`src/rtl/dma_cmd_arbiter.sv`:
```
`default_nettype none
// =============================================================================
// Module   : dma_cmd_arbiter
// Purpose  : Shares a single dma_engine command interface among NUM_REQ
//            requesters. Round-robin arbitration picks a requester, its
//            descriptor is latched, then dma_enqueue and dma_start are pulsed.
//            The arbiter waits for dma_done and returns a one-cycle req_done
//            pulse to the owner.
// Ports    : clk, rst (async, active high)
//            req_valid/req_ready/req_done  per-requester handshake (one-hot)
//            req_mode, req_int_addr, req_ext_addr, req_len, req_stride,
//            req_seg_count, req_seg_stride  packed descriptors (slice i)
//            busy, owner                    status
//            dma_enqueue, dma_start, dma_* descriptor  to dma_engine
//            dma_done, dma_idle, dma_queue_full        from dma_engine
// Options  : DMA_ARB_STATS_EN adds stat_xfers and stat_stall (32-bit,
//            saturating) counters.
// Revision : 1.0 - initial release
// =============================================================================
module dma_cmd_arbiter #(
  parameter int NUM_REQ = 4,
  parameter int ADDR_W  = 64,
  parameter int CNT_W   = 32
) (
  input  logic                      clk,
  input  logic                      rst,
  input  logic [NUM_REQ-1:0]        req_valid,
  output logic [NUM_REQ-1:0]        req_ready,
  input  logic [2*NUM_REQ-1:0]      req_mode,
  input  logic [ADDR_W*NUM_REQ-1:0] req_int_addr,
  input  logic [ADDR_W*NUM_REQ-1:0] req_ext_addr,
  input  logic [CNT_W*NUM_REQ-1:0]  req_len,
  input  logic [CNT_W*NUM_REQ-1:0]  req_stride,
  input  logic [CNT_W*NUM_REQ-1:0]  req_seg_count,
  input  logic [CNT_W*NUM_REQ-1:0]  req_seg_stride,
  output logic [NUM_REQ-1:0]        req_done,
  output logic                      busy,
  output logic [2:0]                owner,
  output logic                      dma_enqueue,
  output logic                      dma_start,
  output logic [1:0]                dma_mode,
  output logic [ADDR_W-1:0]         dma_int_addr,
  output logic [ADDR_W-1:0]         dma_ext_addr,
  output logic [CNT_W-1:0]          dma_len,
  output logic [CNT_W-1:0]          dma_stride,
  output logic [CNT_W-1:0]          dma_offset,
  output logic [CNT_W-1:0]          dma_seg_count,
  output logic [CNT_W-1:0]          dma_seg_stride,
  input  logic                      dma_done,
  input  logic                      dma_idle,
  input  logic                      dma_queue_full
`ifdef DMA_ARB_STATS_EN
  ,
  output logic [31:0]               stat_xfers,
  output logic [31:0]               stat_stall
`endif
);

  typedef enum logic [2:0] {
    S_IDLE  = 3'd0,
    S_ARB   = 3'd1,
    S_ENQ   = 3'd2,
    S_START = 3'd3,
    S_WAIT  = 3'd4
  } state_t;

  state_t              r_state;
  state_t              w_state_nxt;
  logic [2:0]          r_rr_ptr;
  logic [2:0]          r_owner;
  logic [NUM_REQ-1:0]  r_req_ready;
  logic [NUM_REQ-1:0]  r_req_done;
  logic                r_enqueue;
  logic                r_start;
  logic [1:0]          r_mode;
  logic [ADDR_W-1:0]   r_int_addr;
  logic [ADDR_W-1:0]   r_ext_addr;
  logic [CNT_W-1:0]    r_len;
  logic [CNT_W-1:0]    r_stride;
  logic [CNT_W-1:0]    r_seg_count;
  logic [CNT_W-1:0]    r_seg_stride;

  logic                w_found;
  logic [2:0]          w_gnt;
  logic [2:0]          w_ptr_nxt;
  logic [NUM_REQ-1:0]  w_gnt_oh;
  logic [NUM_REQ-1:0]  w_own_oh;
  logic [1:0]          w_sel_mode;
  logic [ADDR_W-1:0]   w_sel_int_addr;
  logic [ADDR_W-1:0]   w_sel_ext_addr;
  logic [CNT_W-1:0]    w_sel_len;
  logic [CNT_W-1:0]    w_sel_stride;
  logic [CNT_W-1:0]    w_sel_seg_count;
  logic [CNT_W-1:0]    w_sel_seg_stride;
  logic                w_latch;
  logic [NUM_REQ-1:0]  w_ready_nxt;
  logic [NUM_REQ-1:0]  w_done_nxt;
  logic                w_enq_nxt;
  logic                w_start_nxt;

  // Round-robin pick: first pass looks at indices at/after the pointer, the
  // second pass wraps to the lowest valid index below it.
  always_comb begin
    w_found = 1'b0;
    w_gnt   = 3'd0;
    for (int i = 0; i < NUM_REQ; i++) begin
      if (!w_found && req_valid[i] && (3'(i) >= r_rr_ptr)) begin
        w_found = 1'b1;
        w_gnt   = 3'(i);
      end
    end
    for (int i = 0; i < NUM_REQ; i++) begin
      if (!w_found && req_valid[i]) begin
        w_found = 1'b1;
        w_gnt   = 3'(i);
      end
    end
    w_ptr_nxt = (w_gnt == 3'(NUM_REQ - 1)) ? 3'd0 : (w_gnt + 3'd1);
  end

  // Descriptor slice mux and one-hot decodes of the grant and the owner.
  always_comb begin
    w_gnt_oh         = '0;
    w_own_oh         = '0;
    w_sel_mode       = '0;
    w_sel_int_addr   = '0;
    w_sel_ext_addr   = '0;
    w_sel_len        = '0;
    w_sel_stride     = '0;
    w_sel_seg_count  = '0;
    w_sel_seg_stride = '0;
    for (int i = 0; i < NUM_REQ; i++) begin
      w_own_oh[i] = (r_owner == 3'(i));
      if (w_gnt == 3'(i)) begin
        w_gnt_oh[i]      = w_found;
        w_sel_mode       = req_mode[2*i +: 2];
        w_sel_int_addr   = req_int_addr[ADDR_W*i +: ADDR_W];
        w_sel_ext_addr   = req_ext_addr[ADDR_W*i +: ADDR_W];
        w_sel_len        = req_len[CNT_W*i +: CNT_W];
        w_sel_stride     = req_stride[CNT_W*i +: CNT_W];
        w_sel_seg_count  = req_seg_count[CNT_W*i +: CNT_W];
        w_sel_seg_stride = req_seg_stride[CNT_W*i +: CNT_W];
      end
    end
  end

  // Next state plus next values of the registered pulse outputs.
  always_comb begin
    w_state_nxt = r_state;
    w_latch     = 1'b0;
    w_ready_nxt = '0;
    w_done_nxt  = '0;
    w_enq_nxt   = 1'b0;
    w_start_nxt = 1'b0;
    case (r_state)
      S_IDLE: begin
        if ((|req_valid) && dma_idle) w_state_nxt = S_ARB;
      end
      S_ARB: begin
        if (w_found) begin
          w_latch     = 1'b1;
          w_ready_nxt = w_gnt_oh;
          w_state_nxt = S_ENQ;
        end else begin
          w_state_nxt = S_IDLE;
        end
      end
      S_ENQ: begin
        if (!dma_queue_full) begin
          w_enq_nxt   = 1'b1;
          w_state_nxt = S_START;
        end
      end
      S_START: begin
        w_start_nxt = 1'b1;
        w_state_nxt = S_WAIT;
      end
      S_WAIT: begin
        if (dma_done) begin
          w_done_nxt  = w_own_oh;
          w_state_nxt = S_IDLE;
        end
      end
      default: w_state_nxt = S_IDLE;
    endcase
  end

  always_ff @(posedge clk or posedge rst) begin
    if (rst) r_state <= S_IDLE;
    else     r_state <= w_state_nxt;
  end

  always_ff @(posedge clk or posedge rst) begin
    if (rst) begin
      r_rr_ptr     <= 3'd0;
      r_owner      <= 3'd0;
      r_req_ready  <= '0;
      r_req_done   <= '0;
      r_enqueue    <= 1'b0;
      r_start      <= 1'b0;
      r_mode       <= '0;
      r_int_addr   <= '0;
      r_ext_addr   <= '0;
      r_len        <= '0;
      r_stride     <= '0;
      r_seg_count  <= '0;
      r_seg_stride <= '0;
    end else begin
      r_req_ready <= w_ready_nxt;
      r_req_done  <= w_done_nxt;
      r_enqueue   <= w_enq_nxt;
      r_start     <= w_start_nxt;
      if (w_latch) begin
        r_rr_ptr     <= w_ptr_nxt;
        r_owner      <= w_gnt;
        r_mode       <= w_sel_mode;
        r_int_addr   <= w_sel_int_addr;
        r_ext_addr   <= w_sel_ext_addr;
        r_len        <= w_sel_len;
        r_stride     <= w_sel_stride;
        r_seg_count  <= w_sel_seg_count;
        r_seg_stride <= w_sel_seg_stride;
      end
    end
  end

  assign req_ready      = r_req_ready;
  assign req_done       = r_req_done;
  assign busy           = (r_state != S_IDLE);
  assign owner          = r_owner;
  assign dma_enqueue    = r_enqueue;
  assign dma_start      = r_start;
  assign dma_mode       = r_mode;
  assign dma_int_addr   = r_int_addr;
  assign dma_ext_addr   = r_ext_addr;
  assign dma_len        = r_len;
  assign dma_stride     = r_stride;
  assign dma_offset     = '0;
  assign dma_seg_count  = r_seg_count;
  assign dma_seg_stride = r_seg_stride;

`ifdef DMA_ARB_STATS_EN
  localparam logic [31:0] c_SAT = 32'hFFFF_FFFF;

  logic [31:0] r_stat_xfers;
  logic [31:0] r_stat_stall;

  always_ff @(posedge clk or posedge rst) begin
    if (rst) begin
      r_stat_xfers <= 32'd0;
      r_stat_stall <= 32'd0;
    end else begin
      if ((r_state == S_WAIT) && dma_done && (r_stat_xfers != c_SAT))
        r_stat_xfers <= r_stat_xfers + 32'd1;
      if ((r_state == S_ENQ) && dma_queue_full && (r_stat_stall != c_SAT))
        r_stat_stall <= r_stat_stall + 32'd1;
    end
  end

  assign stat_xfers = r_stat_xfers;
  assign stat_stall = r_stat_stall;
`endif

endmodule
`default_nettype wire

```
`config.mk`:
```
export PLATFORM = sky130hd
export DESIGN_NAME = dma_cmd_arbiter
export DESIGN_NICKNAME = d
export VERILOG_FILES = /design/src/rtl/dma_cmd_arbiter.sv
export SDC_FILE = /design/constraint.sdc
export NUM_CORES = 1
export LEC_CHECK = 0
export ABC_AREA = 1
export ABC_CLOCK_PERIOD_IN_PS = 10600
export CAP_MARGIN = 0
export CORE_AREA = 2 2 520 522
export CTS_CLUSTER_DIAMETER = 100
export DETAILED_ROUTE_END_ITERATION = 10
export DIE_AREA = 0 0 522 524
export MAX_ROUTING_LAYER = met4
export SLEW_MARGIN = 0
export SYNTH_ARGS = -nofsm -noshare
export SYNTH_HDL_FRONTEND = slang
export SYNTH_SLANG_ARGS = --single-unit
```
`constraint.sdc`:
```
create_clock -name clk -period 10.6 [get_ports clk]
set_input_delay 2.12 -clock clk [delete_from_list [all_inputs] [get_ports clk]]
set_output_delay 2.12 -clock clk [all_outputs]
set_load 0.01 [all_outputs]
```
==> results of run 1 <==
## final timing paths
path / cells after the start / to / start / slack, ns
min reg2reg: 2 / dma_len[8]$_DFFE_PP0N_ / dma_len[8]$_DFFE_PP0N_ / 0.47
max: 13 / dma_int_addr[2]$_DFFE_PP0N_ / req_valid[1] / 4.82
max reg2reg: 11 / dma_int_addr[2]$_DFFE_PP0N_ / r_rr_ptr[1]$_DFFE_PP0N_ / 6.51
min in group asynchronous: 2 / dma_seg_stride[3]$_DFFE_PP0N_ / rst / 1.86
max in group asynchronous: 4 / dma_ext_addr[4]$_DFFE_PP0N_ / rst / 6.90
min: 2 / dma_len[8]$_DFFE_PP0N_ / dma_len[8]$_DFFE_PP0N_ / 0.47
## cells by family (layout without fill, tap and decap cells)
family | Yosys count | count (layout) | synth area share, %
compound gates | 263 | 263 | 6.67
fa+ha+maj | 4 | 4 | 0.250
buf+inv | 309 | 1446 | 7.48
flops | 275 | 275 | 34.4
other cells | 1 | 164 | 0.0188
simple gates | 2371 | 2371 | 51.2
## state kept, by name (all words and copies together) (netlist names), 3 cells and up
| name | cells |
|---|---|
| req_done | 4 |
| r_state | 3 |
| dma_int_addr | 64 |
| dma_len | 32 |
| dma_seg_count | 32 |
| dma_stride | 32 |
| dma_ext_addr | 64 |
| req_ready | 4 |
| dma_seg_stride | 32 |
## tightest hold or removal path, delay by kind of cell, from the launching register on
family	cells	cell delay (ns)
simple gates	2	0.10
flops	1	0.34
## Yosys cell counts (4+ instances only)
library cell	instances
clkbuf_1	102
ha_1	4
buf_2	115
inv_2	4
nor4_1	4
buf_4	51
dfrtp_1	275
a21oi_1	260
buf_1	22
inv_1	14
nand3_1	523
nor2_1	12
nand2_1	1570
or2_2	258
## power groups by stage
| stage | Clock (mW) | Sequential (mW) | Combinational, mW |
|---|---|---|---|
| after global placement | 0 | 1.84 | 6.50 |
| after CTS | 1.67 | 1.84 | 6.52 |
| after global routing | 1.69 | 1.89 | 6.93 |
| after floorplan | 0 | 1.96 | 2.91 |
| after detailed placement | 0 | 1.83 | 6.50 |
| final | 1.60 | 1.84 | 6.36 |
## layout make-up
type	instances	area, sq um	area share (%)
flip-flops and latches	275	6880	17.8
clock buffers	67	1380	3.58
repair buffers	1343	13500	35.0
diodes	131	328	0.849
multi-input cells	2671	11800	30.5
inverters	19	101	0.263
clock inverters	17	158	0.408
well taps	3552	4440	11.5
## per-stage QoR
step / instances / hold slack (ns) / instance area [sq um]
after floorplan: 3255 / 0.471 / 20100
after global placement: 7860 / 0.461 / 36700
after detailed placement: 7860 / 0.464 / 36700
after CTS: 7944 / 0.480 / 38300
after global routing: 8061 / 0.497 / 38600
final: 8075 / 0.474 / 38600
## per-layer routing
layer / GRT usage [%] / wire, microns / up-vias
met1: 17.0 / 83200 / 13173
met3: 7.41 / 27100 / 406
met5: - / 0 / -
met4: 7.06 / 12100 / 0
met2: 23.7 / 93700 / 1719
li1: - / - / 12688
==> results_dict.tcl, run 1 <==
set metrics [dict create \
    root_buffer "clkbuf_16" \
    yosysSeqAreaShare_pct 34.4 \
    peakVddDrop_v 0.000208 \
    power_mw 9.80 \
    critPathTopFamily "buffers and inverters" \
    max_freq_ghz 0.173 \
    synth_top_area_share_pct 34.4 \
    cts_setup_buffers 0 \
    place_ws_ns 4.33 \
    h-tree-depth 2 \
    clock_latency_ns 0.65 \
    p_clk_share_pct 16.4 \
    powerDensity_mw_per_mm2 254 \
    drc 0 \
    grt_start_max_net_pins 145 \
    synth_top_cell_by_area "dfrtp_1" \
    p_int_mw 4.67 \
    rsz0062_at_grt "no" \
    io_buffers 1311 \
    hold_path.class "flop to flop" \
    path_class "input pin to flop" \
    hold_viol_final 0 \
    cts_tree "yes" \
    cts.sinks 275 \
    drt_iter0_drc 2203 \
    cellLeakagePower_nw 16.4 \
    holdBufCountCts 0 \
    ys.flop_type "dfrtp_1" \
    cp_slowest_cell "buf_4" \
    ant_nets 0 \
    cts_max_path_buffers 3 \
    swShare_pct 52.4 \
    syn_avg_cell_area_sq_um 6.20 \
    grt.overflow.total 0 \
    ys_ff_latch 275 \
    grt_pass1_vias 26762 \
    final_common_cell "nand2_1" \
    io_pins 1345 \
    die-area_sq_mm 0.274 \
    synthDistinctLibCells 21 \
    globalplace.congestion 0.976 \
    viasPerCell 3.47 \
    wl_per_cell_microns 26.8 \
    routed_wl_microns 216000 \
    netlist_instances 3223 \
    finalSetupViolCount 0 \
    worstMarginPinSlew_ns 1.22 \
    drv_slew 0 \
    drive_gt1_share_pct 8.61 \
    pwr-share-comb_pct 64.9 \
    dpl.hpwl_microns 177000 \
    drv_cap 0 \
    area_delta_synth_final_pct 93.1 \
    yosysWarnings 0 \
    worstPathMaxFanout 145 \
    status "finished, final reports clean" \
    startpoint_type "input pin" \
    synth.area.top_cells "dfrtp_1 (34%), nand2_1 (29%), nand3_1 (13%)" \
    p_sw_mw 5.13 \
    row_count 190 \
    crit_path_end_kind "flop" \
    fin_worst_skew_ns 0.0243 \
    final_core_util_pct 14.4 \
    cts_resized 0 \
    period_minus_slack_ns 5.78 \
    antenna_found_initial 228 \
    path_buf_inv 5 \
    cp.required_ns 11.18 \
    die_h_microns 524 \
    nets 5401 \
    fin_setup_tns_ns 0 \
    clk_pin_slew_ns 0.05 \
    syn_area_sq_mm 0.0200 \
    initial_utilization_pct 7.47 \
    critPathMaxStageDelay_ns 0.77 \
    relSlewSlack_pct 18.7 \
    setup_slack_ns 4.82 \
    crit_chain "clkdlybuf4s50_1 -> inv_1 -> nor2_1 -> a21oi_1 -> nand2_1 -> inv_1 -> ha_4 -> buf_12 -> buf_4 -> nand2_1 -> nand2_1 -> nand2_1 -> nand2_1" \
    numCtsBuffers 46 \
    grt_use_total_pct 15.5 \
    vias 27986 \
    worstPathArrival_ns 6.36 \
    synth_edf_count 0 \
    cp_common_cell "nand2_1" \
    synth-async-reset-ratio_pct 100 \
    layout_common_cells "nand2_1 (1,570), clkdlybuf4s50_1 (1,311), nand3_1 (523), dfrtp_1 (275), a21oi_1 (260)" \
    grt_pass1_wl_microns 272000 \
    n_fill_cell 31016 \
    seqPwrFrac_pct 18.7 \
    dr.pass1.iters 6 \
    core_sq_mm 0.267 \
    period_share_pct 54.5 \
    die-width_microns 522 \
]
Note: power is estimated with default switching activity, not from simulation.
==> run 2, diff against run 1 <==
--- a/config.mk
+++ b/config.mk
@@ -6,7 +6,7 @@
 export NUM_CORES = 1
 export LEC_CHECK = 0
 export ABC_AREA = 1
-export ABC_CLOCK_PERIOD_IN_PS = 10600
+export ABC_CLOCK_PERIOD_IN_PS = 5700
 export CAP_MARGIN = 0
 export CORE_AREA = 2 2 520 522
 export CTS_CLUSTER_DIAMETER = 100
==> constraint.sdc (replaced) <==
create_clock -name clk -period 5.7 [get_ports clk]
set_input_delay 1.14 -clock clk [delete_from_list [all_inputs] [get_ports clk]]
set_output_delay 1.14 -clock clk [all_outputs]
set_load 0.01 [all_outputs]
==> results_dict.tcl, run 2 (synthesis gave the netlist of run 1 again) <==
set metrics [dict create \
    status "finished, final reports clean" \
    hold_slack_ns 0.478 \
    hold_viol_final 0 \
    cts_max_path_buffers 3 \
    hold_path.class "flop to flop" \
    cts_setup_buffers 0 \
    drt_iter0_drc 1872 \
    crit_path_end_kind "flop" \
    worstMarginPinSlew_ns 1.07 \
    hold_depth 2 \
    die-area_sq_mm 0.274 \
    core_sq_mm 0.267 \
    grt.overflow.total 0 \
    finalSetupViolCount 0 \
    place_ws_ns 1.09 \
    cellLeakagePower_nw 16.8 \
    layout_common_cells "nand2_1 (1,570), clkdlybuf4s50_1 (1,311), nand3_1 (523), dfrtp_1 (275), a21oi_1 (260)" \
    rsz0062_at_grt "no" \
    startpoint_type "input pin" \
    drv_slew 0 \
    io_buffers 1311 \
    die-width_microns 522 \
    dr.pass1.iters 6 \
    grt_use_total_pct 15.8 \
    path_class "input pin to flop" \
    nets 5454 \
    fin_worst_skew_ns 0.0286 \
    worstPathMaxFanout 60 \
    viasPerCell 3.45 \
    numCtsBuffers 51 \
    powerDensity_mw_per_mm2 486 \
    die_h_microns 524 \
    initial_utilization_pct 7.47 \
    dpl.hpwl_microns 182000 \
    area_delta_synth_final_pct 96.3 \
    wl_per_cell_microns 27.0 \
    clk_pin_slew_ns 0.06 \
    io_pins 1345 \
    period_share_pct 68.6 \
    cts.sinks 275 \
    drc 0 \
    row_count 190 \
    setup_slack_ns 1.79 \
    peakVddDrop_v 0.000292 \
    clock_latency_ns 0.68 \
    drv_cap 0 \
    worstRegToRegCells 14 \
    cp.required_ns 6.30 \
    globalplace.congestion 0.990 \
    holdBufCountCts 0 \
    cts_tree "yes" \
    cts_resized 0 \
    relSlewSlack_pct 28.9 \
    power_mw 19.1 \
    drive_gt1_share_pct 9.80 \
    routed_wl_microns 219000 \
    fin_setup_tns_ns 0 \
    worstPathArrival_ns 4.51 \
    period_minus_slack_ns 3.91 \
    grt_start_max_net_pins 104 \
    vias 27978 \
    ant_nets 0 \
    final_common_cell "nand2_1" \
    grt_pass1_wl_microns 276000 \
    grt_pass1_vias 27234 \
    root_buffer "clkbuf_16" \
    h-tree-depth 2 \
    ff2ff_setup_slack_ns 2.41 \
    max_freq_ghz 0.256 \
    antenna_found_initial 193 \
]
## run 2: path summary, 6_finish.rpt
path	to	start
worst max-delay path	dma_int_addr[8]$_DFFE_PP0N_	req_valid[1]
worst min-delay path	dma_seg_stride[8]$_DFFE_PP0N_	dma_seg_stride[8]$_DFFE_PP0N_
worst max register to register	dma_ext_addr[19]$_DFFE_PP0N_	r_rr_ptr[1]$_DFFE_PP0N_
max in group asynchronous	dma_ext_addr[2]$_DFFE_PP0N_	rst
worst min register to register	dma_seg_stride[8]$_DFFE_PP0N_	dma_seg_stride[8]$_DFFE_PP0N_
min in group asynchronous	dma_int_addr[43]$_DFFE_PP0N_	rst
## run 2: stage by stage
| stage | util [%] | instance area [sq um] | cells |
|---|---|---|---|
| floorplan | - | 20100 | 3255 |
| global placement | 13.9 | 37200 | 7908 |
| detailed placement | 13.9 | 37200 | 7908 |
| CTS | 14.6 | 39000 | 8000 |
| global route | 14.7 | 39200 | 8102 |
| finish | 14.7 | 39200 | 8111 |
## run 2: area by class of cell
| class | count | area [sq um] |
|---|---|---|
| clock inverter | 27 | 293 |
| tap | 3552 | 4440 |
| multi-input combinational | 2671 | 11800 |
| timing repair buffer | 1391 | 14000 |
| clock buffer | 65 | 1420 |
| fill | 30870 | 228000 |
| antenna | 111 | 278 |
| inverter | 19 | 97.6 |
| sequential | 275 | 6880 |
## run 2: critical path, stage by stage
cell and delay, ns:
clkdlybuf4s50_1 0.47, inv_1 0.10, nor2_1 0.16, a21oi_1 0.07, nand3_1 0.10, nand2_1 0.19, inv_1 0.23, ha_4 0.73
buf_12 0.33, nand3_1 0.12, nand2_1 0.35, nand3_1 0.15, nand2_1 0.10, nand2_1 0.06, nand2_1 0.10
## run 2: report_power, final
group	total (mW)	switching (mW)	leakage [nW]	internal, mW
clock	3.33	1.38	0.852	1.95
sequential	3.44	0.625	3.51	2.82
combinational	12.3	7.93	12.5	4.37
total	19.1	9.94	16.8	9.13
## run 2: routing by layer
layer / track usage [%] / vias to the layer above / share of wire (%)
met5: - / - / 0
met4: 7.33 / 0 / 4.8
met3: 5.97 / 314 / 10
met2: 24.2 / 1617 / 44
met1: 18.1 / 13271 / 40
li1: - / 12776 / -
==> run 3, diff against run 2 <==
--- a/config.mk
+++ b/config.mk
@@ -6,12 +6,12 @@
 export NUM_CORES = 1
 export LEC_CHECK = 0
 export ABC_AREA = 1
-export ABC_CLOCK_PERIOD_IN_PS = 5700
+export ABC_CLOCK_PERIOD_IN_PS = 3200
 export CAP_MARGIN = 0
-export CORE_AREA = 2 2 520 522
+export CORE_AREA = 2 2 519 521
 export CTS_CLUSTER_DIAMETER = 100
 export DETAILED_ROUTE_END_ITERATION = 10
-export DIE_AREA = 0 0 522 524
+export DIE_AREA = 0 0 521 523
 export MAX_ROUTING_LAYER = met4
 export SLEW_MARGIN = 0
 export SYNTH_ARGS = -nofsm -noshare
==> constraint.sdc (replaced) <==
create_clock -name clk -period 3.2 [get_ports clk]
set_input_delay 0.64 -clock clk [delete_from_list [all_inputs] [get_ports clk]]
set_output_delay 0.64 -clock clk [all_outputs]
set_load 0.01 [all_outputs]
==> results_dict.tcl, run 3 (synthesis gave the netlist of run 1 again) <==
set metrics [dict create \
    n_fill_cell 30789 \
    antenna_found_initial 225 \
    ant_nets 0 \
    stdcell_area_sq_mm 0.0411 \
    crit_path_end_kind "flop" \
    dr.pass1.iters 5 \
    seqPwrFrac_pct 17.4 \
    grt_start_max_net_pins 69 \
    row_count 190 \
    die-area_sq_mm 0.272 \
    clk_pin_slew_ns 0.06 \
    holdBufCountCts 0 \
    io_pins 1345 \
    rsz0062_at_grt "no" \
    h-tree-depth 2 \
    worstRegToRegCells 14 \
    grt_use_total_pct 16.3 \
    cp.required_ns 3.77 \
    fin_setup_tns_ns 0 \
    root_buffer "clkbuf_16" \
    grt_pass1_vias 28016 \
    p_clk_share_pct 13.9 \
    numCtsBuffers 42 \
    drt_iter0_drc 2075 \
    drc 0 \
    cellLeakagePower_nw 17.9 \
    cts_resized 0 \
    globalplace.congestion 0.997 \
    routed_wl_microns 225000 \
    hold_viol_final 0 \
    powerDensity_mw_per_mm2 853 \
    drive_gt1_share_pct 13.6 \
    drv_cap 0 \
    nets 5657 \
    worstPathArrival_ns 3.41 \
    final_common_cell "nand2_1" \
    vias 28548 \
    setup_slack_ns 0.359 \
    worstPathMaxFanout 50 \
    grt_pass1_wl_microns 283000 \
    viasPerCell 3.44 \
    place_area_sq_mm 0.0395 \
    layout_common_cells "nand2_1 (1,570), clkdlybuf4s50_1 (1,307), nand3_1 (523), dfrtp_1 (275), a21oi_1 (260)" \
    area_delta_synth_final_pct 106 \
    initial_utilization_pct 7.49 \
    period_minus_slack_ns 2.84 \
    die-width_microns 521 \
    worstMarginPinSlew_ns 0.745 \
    startpoint_type "input pin" \
    wl_per_cell_microns 27.0 \
    drv_slew 0 \
    hold_slack_ns 0.410 \
    cts_max_path_buffers 3 \
    ff2ff_setup_slack_ns 0.54 \
    p_int_mw 17.5 \
    relSlewSlack_pct 50.2 \
    max_freq_ghz 0.352 \
    io_buffers 1311 \
    fin_worst_skew_ns 0.0298 \
    power_mw 35.0 \
    place_ws_ns -0.258 \
    grt.overflow.total 0 \
    dpl.hpwl_microns 198000 \
    finalSetupViolCount 0 \
    cts_tree "yes" \
    hold_path.class "input pin to asynchronous set/reset pin" \
    clock_latency_ns 0.64 \
    pwr-share-comb_pct 68.7 \
    path_class "input pin to flop" \
    status "finished, final reports clean" \
    die_h_microns 523 \
    cts.sinks 275 \
    period_share_pct 88.8 \
    peakVddDrop_v 0.000412 \
    core_sq_mm 0.267 \
    p_sw_mw 17.5 \
    cts_setup_buffers 0 \
    swShare_pct 49.9 \
]
[run 3: changes by cell type in the layout (fill, tap and decap cells not counted), sizes merged]
cell / change
buf: +216
bufinv: -2
clkbuf: -6
clkdlybuf4s50: -4
clkinv: -4
clkinvlp: +2
diode: +6
inv: -9
[run 3: per-layer routing]
metal / up-vias / part of all wire, % / global-route usage [%]
met2: 1683 / 47 / 26.6
met5: - / 0 / -
met1: 13305 / 39 / 17.9
met4: 0 / 3.5 / 4.94
met3: 350 / 11 / 6.94
li1: 13210 / - / -
[run 3: power groups by stage]
stage | Sequential, mW | Combinational [mW] | Clock, mW
3_5_place_dp | 6.09 | 24.4 | 0
2_1_floorplan | 6.49 | 9.65 | 0
3_3_place_gp | 6.10 | 24.4 | 0
5_1_grt | 6.24 | 26.1 | 5.13
6_report | 6.09 | 24.1 | 4.87
4_1_cts | 6.09 | 24.5 | 5.05
[run 3: area by class of cell]
class                   instances  area (sq um)  share of cell area [%]
multi-input cells            2671         11800                    28.7
diodes                        117           293                   0.712
repair buffers               1603         16200                    39.5
well taps                    3552          4440                    10.8
clock inverters                14           145                   0.353
clock buffers                  59          1210                    2.93
inverters                      19          97.6                   0.237
flip-flops and latches        275          6880                    16.7
[run 3: worst paths after layout]
| check | startpoint | to |
|---|---|---|
| worst max register to register | r_rr_ptr[1]$_DFFE_PP0N_ | dma_len[5]$_DFFE_PP0N_ |
| worst max-delay path | req_valid[1] | dma_len[5]$_DFFE_PP0N_ |
| worst min-delay path | rst | dma_seg_stride[0]$_DFFE_PP0N_ |
| worst min register to register | dma_ext_addr[24]$_DFFE_PP0N_ | dma_ext_addr[24]$_DFFE_PP0N_ |
| max in group asynchronous | rst | dma_stride[9]$_DFFE_PP0N_ |
| min in group clk | dma_ext_addr[24]$_DFFE_PP0N_ | dma_ext_addr[24]$_DFFE_PP0N_ |
[run 3: metrics by stage]
step / util [%] / std cells
final: 15.4 / 8310
after CTS: 15.3 / 8193
after floorplan: - / 3255
after detailed placement: 14.8 / 8120
after global placement: 14.8 / 8120
after global routing: 15.4 / 8298
[run 3: worst max-delay path, cell delays in order]
cell and delay, ns:
clkdlybuf4s50_1 0.49, inv_1 0.10, nor2_1 0.14, a21oi_1 0.07, nand3_1 0.10, nand2_1 0.08, buf_4 0.15, ha_4 0.21
inv_8 0.13, buf_12 0.27, buf_4 0.20, nand3_1 0.06, nand2_1 0.09, nand3_1 0.31, nand2_1 0.15, nand2_1 0.06
nand2_1 0.06
